## src/rtl/cache_replacement_ctrl_pkg.sv

```systemverilog
// Shared definitions for the cache replacement controller: FSM state type,
// statistics counter width and the saturating counter increment.
package cache_replacement_ctrl_pkg;

  localparam int CNT_WIDTH = 32;

  typedef logic [CNT_WIDTH-1:0] cnt_t;

  typedef enum logic [1:0] {
    IDLE   = 2'd0,
    REQ    = 2'd1,
    WAIT   = 2'd2,
    UPDATE = 2'd3
  } ctrl_state_e;

  // Statistics counters stick at all-ones instead of wrapping back to zero.
  function automatic cnt_t sat_inc(input cnt_t value);
    return (value == '1) ? value : value + cnt_t'(1);
  endfunction

endpackage

```

## src/rtl/cache_replacement_ctrl_first_invalid_way.sv

```systemverilog
// Priority encoder that picks the lowest-numbered invalid way of a set,
// used as the preferred refill victim before falling back to the LRU way.
module first_invalid_way #(
  parameter int WAYS     = 4,
  parameter int WAY_BITS = 2
) (
  input  logic [WAYS-1:0]     set_valid,
  output logic                found,
  output logic [WAY_BITS-1:0] way
);

  // Scan from the top down so the lowest-numbered empty way wins.
  always_comb begin
    found = 1'b0;
    way   = '0;
    for (int i = WAYS - 1; i >= 0; i--) begin
      if (!set_valid[i]) begin
        found = 1'b1;
        way   = WAY_BITS'(i);
      end
    end
  end

endmodule

```

## src/rtl/cache_replacement_ctrl.sv

```systemverilog
// Cache replacement controller: accepts tag-compare results, picks refill
// victims, sequences refills and strobes the external LRU block.
module cache_replacement_ctrl
  import cache_replacement_ctrl_pkg::*;
#(
  parameter int ASSOCIATIVITY = 4,
  parameter int INDEX_BITS    = 8,
  parameter int OUTPUT_BITS   = 2
) (
  input  logic                     clk,
  input  logic                     rst_n,
  input  logic                     lookup_valid,
  output logic                     lookup_ready,
  input  logic [INDEX_BITS-1:0]    lookup_index,
  input  logic                     lookup_hit,
  input  logic [OUTPUT_BITS-1:0]   lookup_hit_way,
  input  logic [ASSOCIATIVITY-1:0] set_valid,
  output logic [INDEX_BITS-1:0]    line_selector,
  output logic [OUTPUT_BITS-1:0]   referenced_set,
  output logic                     lru_update,
  input  logic [OUTPUT_BITS-1:0]   lru_way,
  output logic                     refill_valid,
  input  logic                     refill_ready,
  output logic [INDEX_BITS-1:0]    refill_index,
  output logic [OUTPUT_BITS-1:0]   refill_way,
  input  logic                     refill_done,
  output logic [CNT_WIDTH-1:0]     hit_count,
  output logic [CNT_WIDTH-1:0]     miss_count
);

  ctrl_state_e             state;
  logic [INDEX_BITS-1:0]   index_q;
  logic [OUTPUT_BITS-1:0]  way_q;
  cnt_t                    hit_cnt;
  cnt_t                    miss_cnt;
  logic                    lookup_ready_q;
  logic                    refill_valid_q;
  logic                    lru_update_q;

  logic                    inv_found;
  logic [OUTPUT_BITS-1:0]  inv_way;
  logic [OUTPUT_BITS-1:0]  victim_way;
  logic                    accept;

  first_invalid_way #(
    .WAYS     (ASSOCIATIVITY),
    .WAY_BITS (OUTPUT_BITS)
  ) u_first_invalid_way (
    .set_valid (set_valid),
    .found     (inv_found),
    .way       (inv_way)
  );

  assign victim_way = inv_found ? inv_way : lru_way;
  assign accept     = lookup_valid && lookup_ready_q;

  // The LRU block must see the incoming index while idle so lru_way is
  // already valid for victim selection in the accepting cycle.
  assign line_selector  = (state == IDLE) ? lookup_index : index_q;
  assign referenced_set = way_q;
  assign refill_index   = index_q;
  assign refill_way     = way_q;
  assign lookup_ready   = lookup_ready_q;
  assign refill_valid   = refill_valid_q;
  assign lru_update     = lru_update_q;
  assign hit_count      = hit_cnt;
  assign miss_count     = miss_cnt;

  always_ff @(posedge clk) begin
    if (!rst_n) begin
      state          <= IDLE;
      index_q        <= '0;
      way_q          <= '0;
      hit_cnt        <= '0;
      miss_cnt       <= '0;
      lookup_ready_q <= 1'b1;
      refill_valid_q <= 1'b0;
      lru_update_q   <= 1'b0;
    end else begin
      case (state)
        IDLE: begin
          if (accept) begin
            index_q        <= lookup_index;
            lookup_ready_q <= 1'b0;
            if (lookup_hit) begin
              way_q        <= lookup_hit_way;
              hit_cnt      <= sat_inc(hit_cnt);
              lru_update_q <= 1'b1;
              state        <= UPDATE;
            end else begin
              way_q          <= victim_way;
              miss_cnt       <= sat_inc(miss_cnt);
              refill_valid_q <= 1'b1;
              state          <= REQ;
            end
          end
        end

        REQ: begin
          // A refill engine may complete in the very cycle it accepts.
          if (refill_ready) begin
            refill_valid_q <= 1'b0;
            if (refill_done) begin
              lru_update_q <= 1'b1;
              state        <= UPDATE;
            end else begin
              state <= WAIT;
            end
          end
        end

        WAIT: begin
          if (refill_done) begin
            lru_update_q <= 1'b1;
            state        <= UPDATE;
          end
        end

        UPDATE: begin
          lru_update_q   <= 1'b0;
          lookup_ready_q <= 1'b1;
          state          <= IDLE;
        end

        default: begin
          lru_update_q   <= 1'b0;
          refill_valid_q <= 1'b0;
          lookup_ready_q <= 1'b1;
          state          <= IDLE;
        end
      endcase
    end
  end

endmodule
```

## config.mk

```make
export PLATFORM = sky130hd
export DESIGN_NAME = cache_replacement_ctrl
export DESIGN_NICKNAME = d
export VERILOG_FILES = /design/src/rtl/cache_replacement_ctrl_pkg.sv /design/src/rtl/cache_replacement_ctrl_first_invalid_way.sv /design/src/rtl/cache_replacement_ctrl.sv
export SDC_FILE = /design/constraint.sdc
export NUM_CORES = 1
export LEC_CHECK = 0
export ABC_AREA = 1
export CORE_MARGIN = 3
export CORE_UTILIZATION = 50
export CTS_CLUSTER_DIAMETER = 80
export DETAILED_ROUTE_END_ITERATION = 12
export GPL_TIMING_DRIVEN = 0
export HOLD_SLACK_MARGIN = 0.06
export PLACE_DENSITY = 0.88
export SETUP_SLACK_MARGIN = 0.3
export SYNTH_ARGS = -nofsm -noshare
export SYNTH_HDL_FRONTEND = slang
export SYNTH_HIERARCHICAL = 1
export SYNTH_SLANG_ARGS = --single-unit
```

## constraint.sdc

```tcl
create_clock -name clk -period 1.88 [get_ports clk]
set_input_delay 0.282 -clock clk [delete_from_list [all_inputs] [get_ports clk]]
set_output_delay 0.282 -clock clk [all_outputs]
set_load 0.02 [all_outputs]
```

# After elaboration in Yosys (flattened, before gate mapping)
# Cells that the tools add are included.
dict set report op_classes {
  addsub 2
  reduce_logical 11
  eq_ne 10
  n_bitwise 3
  muxes 28
}
# cell n
set op_table {}
lappend op_table {{adder 32 x 1 -> 32 bit (second input constant)} 2}
lappend op_table {{== test 32 bit (second input constant)} 2}
lappend op_table {{two-way mux 2 bit} 10}
lappend op_table {{two-way mux 1 bit} 13}
lappend op_table {{AND reduction 4 bit} 3}
lappend op_table {{inequality test 2 bit (second input constant)} 5}
lappend op_table {{two-way mux 8 bit} 1}
lappend op_table {{one-hot mux 2 bit (4 select lines)} 1}
lappend op_table {{AND reduction 3 bit} 2}
lappend op_table {{== test 2 bit (second input constant)} 2}
lappend op_table {{one-hot mux 1 bit (2 select lines)} 2}
lappend op_table {{one-hot mux 1 bit (4 select lines)} 1}
lappend op_table {{AND reduction 2 bit} 2}
lappend op_table {{nonzero test 2 bit} 2}
lappend op_table {{inverter 1 bit} 3}
lappend op_table {{== test 2 x 1 -> 1 bit (second input constant)} 1}
lappend op_table {{zero test 2 bit} 1}
lappend op_table {{logical AND 1 bit} 1}
dict set report totals {
  in_bits 22
  reg_bits 79
  output_inout_bits 87
  wordCells 62
}

# Logic depth before layout (Yosys ltp)
# Gate-level depths: netlist of run 1.
dict set report depth {
  ltp_word 6
  mapped_depth 13
  ltp_nobuf 12
}

# By module
# Netlist of run 1, hierarchy kept.
# mod seq_area_each_um2 area_each_um2 cells_per_inst instances
set modules_own_cells {}
lappend modules_own_cells {cache_replacement_ctrl 1581.5 4954.8 814 1}
lappend modules_own_cells {first_invalid_way 0.0 36.3 9 1}

# Worst setup path before layout of run 1
# Ideal clock, no wire load.
dict set report synth_timing {
  kind {register to output}
  startpoint {register state[0]}
  endpoint {output port line_selector[5]}
  required_time_ns 1.598
  n_path_buf 2
  stages_incl_launch_ff 6
  slack_ns 0.034
  arrival_time_ns 1.564
  path_cell_list {dfxtp_1 inv_1 ha_1 clkbuf_1 clkbuf_1 o21ai_0}
}
dict set report synth_between {
  elab_chain_cells 2
}
# item line_no
set synth_rtl {}
lappend synth_rtl {{from (decl)} cache_replacement_ctrl.sv:31} ;# ctrl_state_e state;
lappend synth_rtl {{from (signal assigned)} cache_replacement_ctrl.sv:71} ;# state <= IDLE;
lappend synth_rtl {{from (signal assigned)} cache_replacement_ctrl.sv:89} ;# state <= UPDATE;
lappend synth_rtl {{from (signal assigned)} cache_replacement_ctrl.sv:94} ;# state <= REQ;
lappend synth_rtl {{zero test 2 bit} cache_replacement_ctrl.sv:59} ;# assign line_selector = (state == IDLE) ? lookup_index : index_q;
lappend synth_rtl {{two-way mux 8 bit} cache_replacement_ctrl.sv:59}
lappend synth_rtl {{to (decl)} cache_replacement_ctrl.sv:18} ;# output logic [INDEX_BITS-1:0] line_selector,
# Every way passes these cells.

# Worst setup path in the final report of run 1
dict set report layout_timing {
  startpoint {register state[1]}
  endpoint {register miss_cnt[23] (netlist: miss_count[23])}
}
dict set report layout_between {
  elab_chain_cells 2
}
# item line_no
set layout_rtl {}
lappend layout_rtl {{zero test 2 bit} cache_replacement_ctrl.sv:80} ;# case (state)
lappend layout_rtl {{AND reduction 4 bit (no source line)} -}
lappend layout_rtl {{to (signal assigned)} cache_replacement_ctrl.sv:92} ;# miss_cnt <= sat_inc(miss_cnt);
lappend layout_rtl {{to (decl)} cache_replacement_ctrl.sv:35} ;# cnt_t miss_cnt;
# Every way passes these cells.
# A chain may end at the register's enable or synchronous reset.

==> out/qor.csv, run 1 <==
metric,value,unit
outcome,"complete, but fails checks",
violations,setup timing,
fmax,491.5,MHz
fin_cells,1136,
syn_area,0.004991,mm^2
powerDensity,800.9,mW/mm^2
synth_nets,851,
finalInstanceArea,0.007963,mm^2
grt_usage,0.2876,
place_area,0.006267,mm^2
port_buffers,107,
synth_common_cells,"nand2_1, nor2_1, inv_1",
grt_max_degree,14,
start_util,0.5276,
chipHeight,105.9,um
synthXorXnorAreaFrac,0.008774,
relSlewSlack,0.5444,
async_flop_share,0,
p_leak,3.653,nW
rows,35,
syn_to_final_growth,59.54,%
ios,109,
use_met1,0.3341,
setup_viol,9,
crit_fanout,6,
arrival,2.33,ns
cts_buffers,9,
crit_required,2.18,ns
yosysMostFrequentCell,nand2_1,
ys_types,32,
dp_cells,1059,
seqCellArea,0.001714,mm^2
critPathLaunchType,flip-flop,
h-tree-depth,3,
antenna_found_initial,0,
fin_nets,1031,
yosysWarnings,6,
met3_usage,0.06254,
wirelength,23.54,mm
dieArea,0.01122,mm^2
gp_congestion,0.9351,
cts_root_buf,clkbuf_8,
pre_cts_ws,-0.3904,ns
clk_latency,0.37,ns
cp-end-kind,flip-flop,
synth_ff_type,dfxtp_1,
crit_type,flip-flop to flip-flop,
synth-simple-area-share,0.4327,
muxShareOfSynthArea,0,
peakVddDrop,0.0008478,V
grt_overflow_total,0,
synth.top_cell.area_share,0.3169,
wl_per_cell,20.72,um
hpwlAfterDp,10.89,mm
die_w,105.9,um
yosysSeqAreaShare,0.3169,
drt_first_pass_iters,7,
core-area,0.009459,mm^2
vias,7105,
synth_top_family_by_area,simple AND/OR/NAND/NOR gates,
ant_nets,0,
syn_inst,823,
grt_pass1_wl,26.39,mm
utilization,0.8418,
whs,0.3132,ns
worst_pin_slew,0.6834,ns
power,6.377,mW
timing_hold_violations_final,0,
drive_gt1_frac,0.3525,
yosys.area_share.adder,0.01504,
fin_setup_tns,-0.5232,ns
cts_tree,yes,
synth_top_area_cell,dfxtp_1,
via_per_inst,6.254,
synth-compound-area-share,0.1065,
fin_crit_sh,1.082,
cts.path.max_buffers,2,
grt_setup_unrepaired,true,
synth_edf_count,0,
fill_cells,494,
grt_pass1_vias,5671,
min_period,2.035,ns
fin_worst_skew,0.008755,ns
synthTopCellsByArea,"dfxtp_1, nand2_1, nor2_1",
cts.sinks,79,
top_usage_layer,met2,
drv_slew,0,
gr-usage-met2,0.4904,
syn_avg_cell_area,6.064,um^2
n_antenna_cell,0,
cts.clk_slew.worst_paths,0.09,ns
drc,0,
ys_ff_latch,79,
worst_slack,-0.1546,ns
multi_input_area,0.003670,mm^2
hp-class,input port to flip-flop,
drt_iter0_drc,979,
maxCapViolCount,0,
## power by group
group          internal (mW)  leakage, nW  switching [mW]
clock                  0.741       0.0994           0.673
sequential              1.83        0.676           0.168
combinational           1.29         2.88            1.68
## final timing paths
path | start | end | slack, ns | depth (start not counted)
worst min-delay path | lookup_hit | referenced_set[1]$_SDFFE_PN0P_ | 0.31 | 3
worst max-delay path | state[1]$_SDFFE_PN0P_ | miss_count[23]$_SDFFE_PN0P_ | -0.15 | 14
worst min register to register | refill_index[5]$_SDFFE_PN0P_ | refill_index[5]$_SDFFE_PN0P_ | 0.47 | 2
worst max register to register | state[1]$_SDFFE_PN0P_ | miss_count[23]$_SDFFE_PN0P_ | -0.15 | 14
## registers in the layout (all words and copies together) (netlist names)
name	count
hit_count	32
lookup_ready	1
lru_update	1
miss_count	32
referenced_set	2
refill_index	8
refill_valid	1
state	2
## layout make-up
type / count / area share
multi-input combinational: 608 / 0.4609
sequential: 79 / 0.2153
timing repair buffer: 168 / 0.1917
inverter: 112 / 0.05594
buffer: 25 / 0.03033
tap: 129 / 0.02027
clock buffer: 11 / 0.01650
clock inverter: 4 / 0.009114
## layer usage
layer / routed length, um / vias to the layer above
met2: 10950 / 750
met1: 7605 / 3143
met4: 2141 / 0
li1: - / 2945
met3: 2840 / 267
met5: 0 / -
## what timing repair did
item                       in CTS  in global routing
pin swaps                      33                 71
setup endpoints to repair     149                 85
buffers inserted               21                 32
hold buffers                    0                  0
cloned                          7                  2
resized for setup             256                231
## cell families after synthesis
family	after synthesis
adders and majority gates	6
buffers and inverters	137
AOI/OAI and AO/OA	98
and+or+nand+nor	498
DFF	79
xor gates and xnor gates	5
## layout by cell type (no fill, tap or decap), drive strengths merged
cell type / instances
xor2: 4
buf: 83
a21oi: 52
clkinv: 2
a221o: 1
nand3: 78
or2: 3
inv: 111
bufinv: 2
o21ai: 32
o211ai: 2
nand4: 17
dlygate4sd2: 79
dfxtp: 79
clkbuf: 22
clkinvlp: 1
xnor2: 1
nor2: 180
clkdlybuf4s50: 20
o21bai: 11
nor3: 6
nand2: 215
ha: 6
## worst max-delay path, stage by stage (launching register included)
cell and delay (ns):
dfxtp_2 0.34, inv_2 0.09, ha_4 0.16, buf_6 0.12, inv_8 0.03, nor2_4 0.08, nand2_2 0.09, buf_8 0.15
nor2_4 0.24, nand3_4 0.17, nor2_2 0.14, nand2_1 0.09, nand2_1 0.09, nand2_1 0.07, nor2_1 0.10
Power figures use the tool's default switching activity.
==> run 2, diff against run 1 <==
- CAP_MARGIN: default -> 20
- SKIP_LAST_GASP: default -> 1
==> run 2 against run 1 <==
Compared with the run above: the run still ends with setup timing left; largest cell class unchanged; register-to-register slack gained 0.02 ns; highest routed layer unchanged; critical path depth is the same; via count shrank 2.6%; cell area shrank 2.5%; clock skew grew 0.0070 ns; maximum frequency grew 0.81%; wire length shrank 6.4%; total power shrank 0.96%; critical path type unchanged; combinational power shrank 3%.
==> out/qor.csv, run 2 (synthesis results as in run 1) <==
metric,value,unit,change
outcome,"complete, but fails checks",,unchanged
violations,setup timing,,unchanged
finalInstanceArea,0.007765,mm^2,was 0.007963 mm^2
fin_cells,1136,,unchanged
reg2reg_setup_slack,-0.14,ns,was -0.15 ns
swShare,0.3938,,was 0.3950
n_antenna_cell,0,,unchanged
drt_first_pass_iters,8,,was 7
cts.clk_slew.worst_paths,0.09,ns,about the same
wirelength,22.03,mm,was 23.54 mm
grt_pass1_wl,26.39,mm,unchanged
crit_type,flip-flop to flip-flop,,unchanged
hpwlAfterDp,10.89,mm,unchanged
cts_root_buf,clkbuf_8,,unchanged
syn_to_final_growth,55.58,%,was 59.54%
h-tree-depth,3,,unchanged
powerDensity,813.4,mW/mm^2,was 800.9 mW/mm^2
crit_fanout,6,,unchanged
cts.sinks,79,,unchanged
cp-end-kind,flip-flop,,unchanged
start_util,0.5276,,unchanged
power,6.316,mW,was 6.377 mW
cts_buffers,9,,unchanged
critPathLaunchType,flip-flop,,unchanged
fill_cells,543,,was 494
grt_setup_unrepaired,true,,unchanged
port_buffers,107,,unchanged
fin_crit_sh,1.074,,was 1.082
core-area,0.009459,mm^2,unchanged
antenna_found_initial,0,,unchanged
gp_congestion,0.9351,,unchanged
p_sw,2.487,mW,was 2.519 mW
rows,35,,unchanged
grt_pass1_vias,5671,,unchanged
fin_worst_skew,0.01575,ns,was 0.008755 ns
utilization,0.8209,,was 0.8418
drt_iter0_drc,816,,was 979
min_period,2.018,ns,was 2.035 ns
cts_tree,yes,,unchanged
dieArea,0.01122,mm^2,unchanged
grt_overflow_total,0,,unchanged
ios,109,,unchanged
fin_nets,1031,,unchanged
power_frac_clock,0.226,,was 0.222
ant_nets,0,,unchanged
vias,6922,,was 7105
final_cell_mix,"nand2_1, nor2_1, inv_1",,unchanged
worst_pin_slew,0.6192,ns,was 0.6834 ns
fmax,495.5,MHz,was 491.5 MHz
cts.path.max_buffers,2,,unchanged
dp_cells,1059,,unchanged
wl_per_cell,19.39,um,was 20.72 um
pre_cts_ws,-0.3904,ns,unchanged
crit_required,2.18,ns,about the same
multi_input_area,0.003512,mm^2,was 0.003670 mm^2
pwr-share-seq,0.316,,was 0.313
grt_max_degree,14,,unchanged
via_per_inst,6.093,,was 6.254
clk_latency,0.38,ns,was 0.37 ns
comb_power_share,0.457,,was 0.465
maxCapViolCount,0,,unchanged
seqCellArea,0.001703,mm^2,was 0.001714 mm^2
setup_viol,4,,was 9
p_leak,3.620,nW,was 3.653 nW
fin_setup_tns,-0.2915,ns,was -0.5232 ns
arrival,2.32,ns,was 2.33 ns
drv_slew,0,,unchanged
drive_gt1_frac,0.3217,,was 0.3525
drc,0,,unchanged
timing_hold_violations_final,0,,unchanged
hp-class,input port to flip-flop,,unchanged
internal_power,3.829,mW,was 3.858 mW
place_area,0.006267,mm^2,unchanged
chipHeight,105.9,um,unchanged
die_w,105.9,um,unchanged
final_common_cell,nand2_1,,unchanged
grt_usage,0.2876,,unchanged
relSlewSlack,0.5872,,was 0.5444
whs,0.3100,ns,was 0.3132 ns
peakVddDrop,0.0007521,V,was 0.0008478 V
worst_slack,-0.1383,ns,was -0.1546 ns
run 2: cell count changes in the layout (fill, tap and decap cells not counted), moves of 5 or more:
cell	before	now
buf_6	31	26
nand2_1	173	178
nand3_1	44	54
nand3_2	23	14
nor2_1	111	120
nor2_4	40	32
run 2: layer usage:
| layer | wire length [um] | track usage |
|---|---|---|
| met1 | 7460 | 0.3341 |
| met2 | 10210 | 0.4904 |
| met3 | 2462 | 0.06254 |
| met4 | 1889 | 0.1600 |
| met5 | 0 | 0 |
run 2: timing repair:
| item | in CTS | in global routing |
|---|---|---|
| setup endpoints to repair | 149 | 85 |
| resized for setup | 256 | 175 |
| pin swaps | 33 | 65 |
| hold buffers | 0 | 0 |
| hold endpoints to repair | 0 | 0 |
| cloned | 7 | 2 |
| setup buffers | 21 | 32 |
run 2: worst paths after layout:
check / to / cells after the start / startpoint
max reg2reg: miss_count[23]$_SDFFE_PN0P_ / 14 / state[1]$_SDFFE_PN0P_
min: referenced_set[1]$_SDFFE_PN0P_ / 3 / lookup_hit
max: miss_count[23]$_SDFFE_PN0P_ / 14 / state[1]$_SDFFE_PN0P_
min reg2reg: refill_index[5]$_SDFFE_PN0P_ / 2 / refill_index[5]$_SDFFE_PN0P_
run 2: final cells by class:
class / instances / share of cell area
plain buffers: 25 / 0.03045
clock inverters: 4 / 0.009346
clock buffers: 11 / 0.01692
multi-input cells: 608 / 0.4523
flip-flops and latches: 79 / 0.2193
well taps: 129 / 0.02079
repair buffers: 168 / 0.1938
inverters: 112 / 0.05704
run 2: critical path: stages, from the launching register on:
cell     delay, ns
dfxtp_2       0.34
inv_2         0.08
ha_4          0.16
buf_6         0.12
inv_8         0.03
nor2_4        0.09
nand2_2       0.09
buf_8         0.14
nor2_4        0.17
nand3_4       0.17
nor2_2        0.18
nand2_1       0.10
nand2_1       0.09
nand2_1       0.07
nor2_1        0.11
run 2: power groups by stage:
stage          combinational, mW  sequential (mW)  clock (mW)
2_1_floorplan              0.973             2.15           0
3_3_place_gp                1.83             2.02           0
3_5_place_dp                1.86             2.02           0
4_1_cts                     2.23             1.98        1.40
5_1_grt                     3.01             2.01        1.47
6_report                    2.89             2.00        1.43
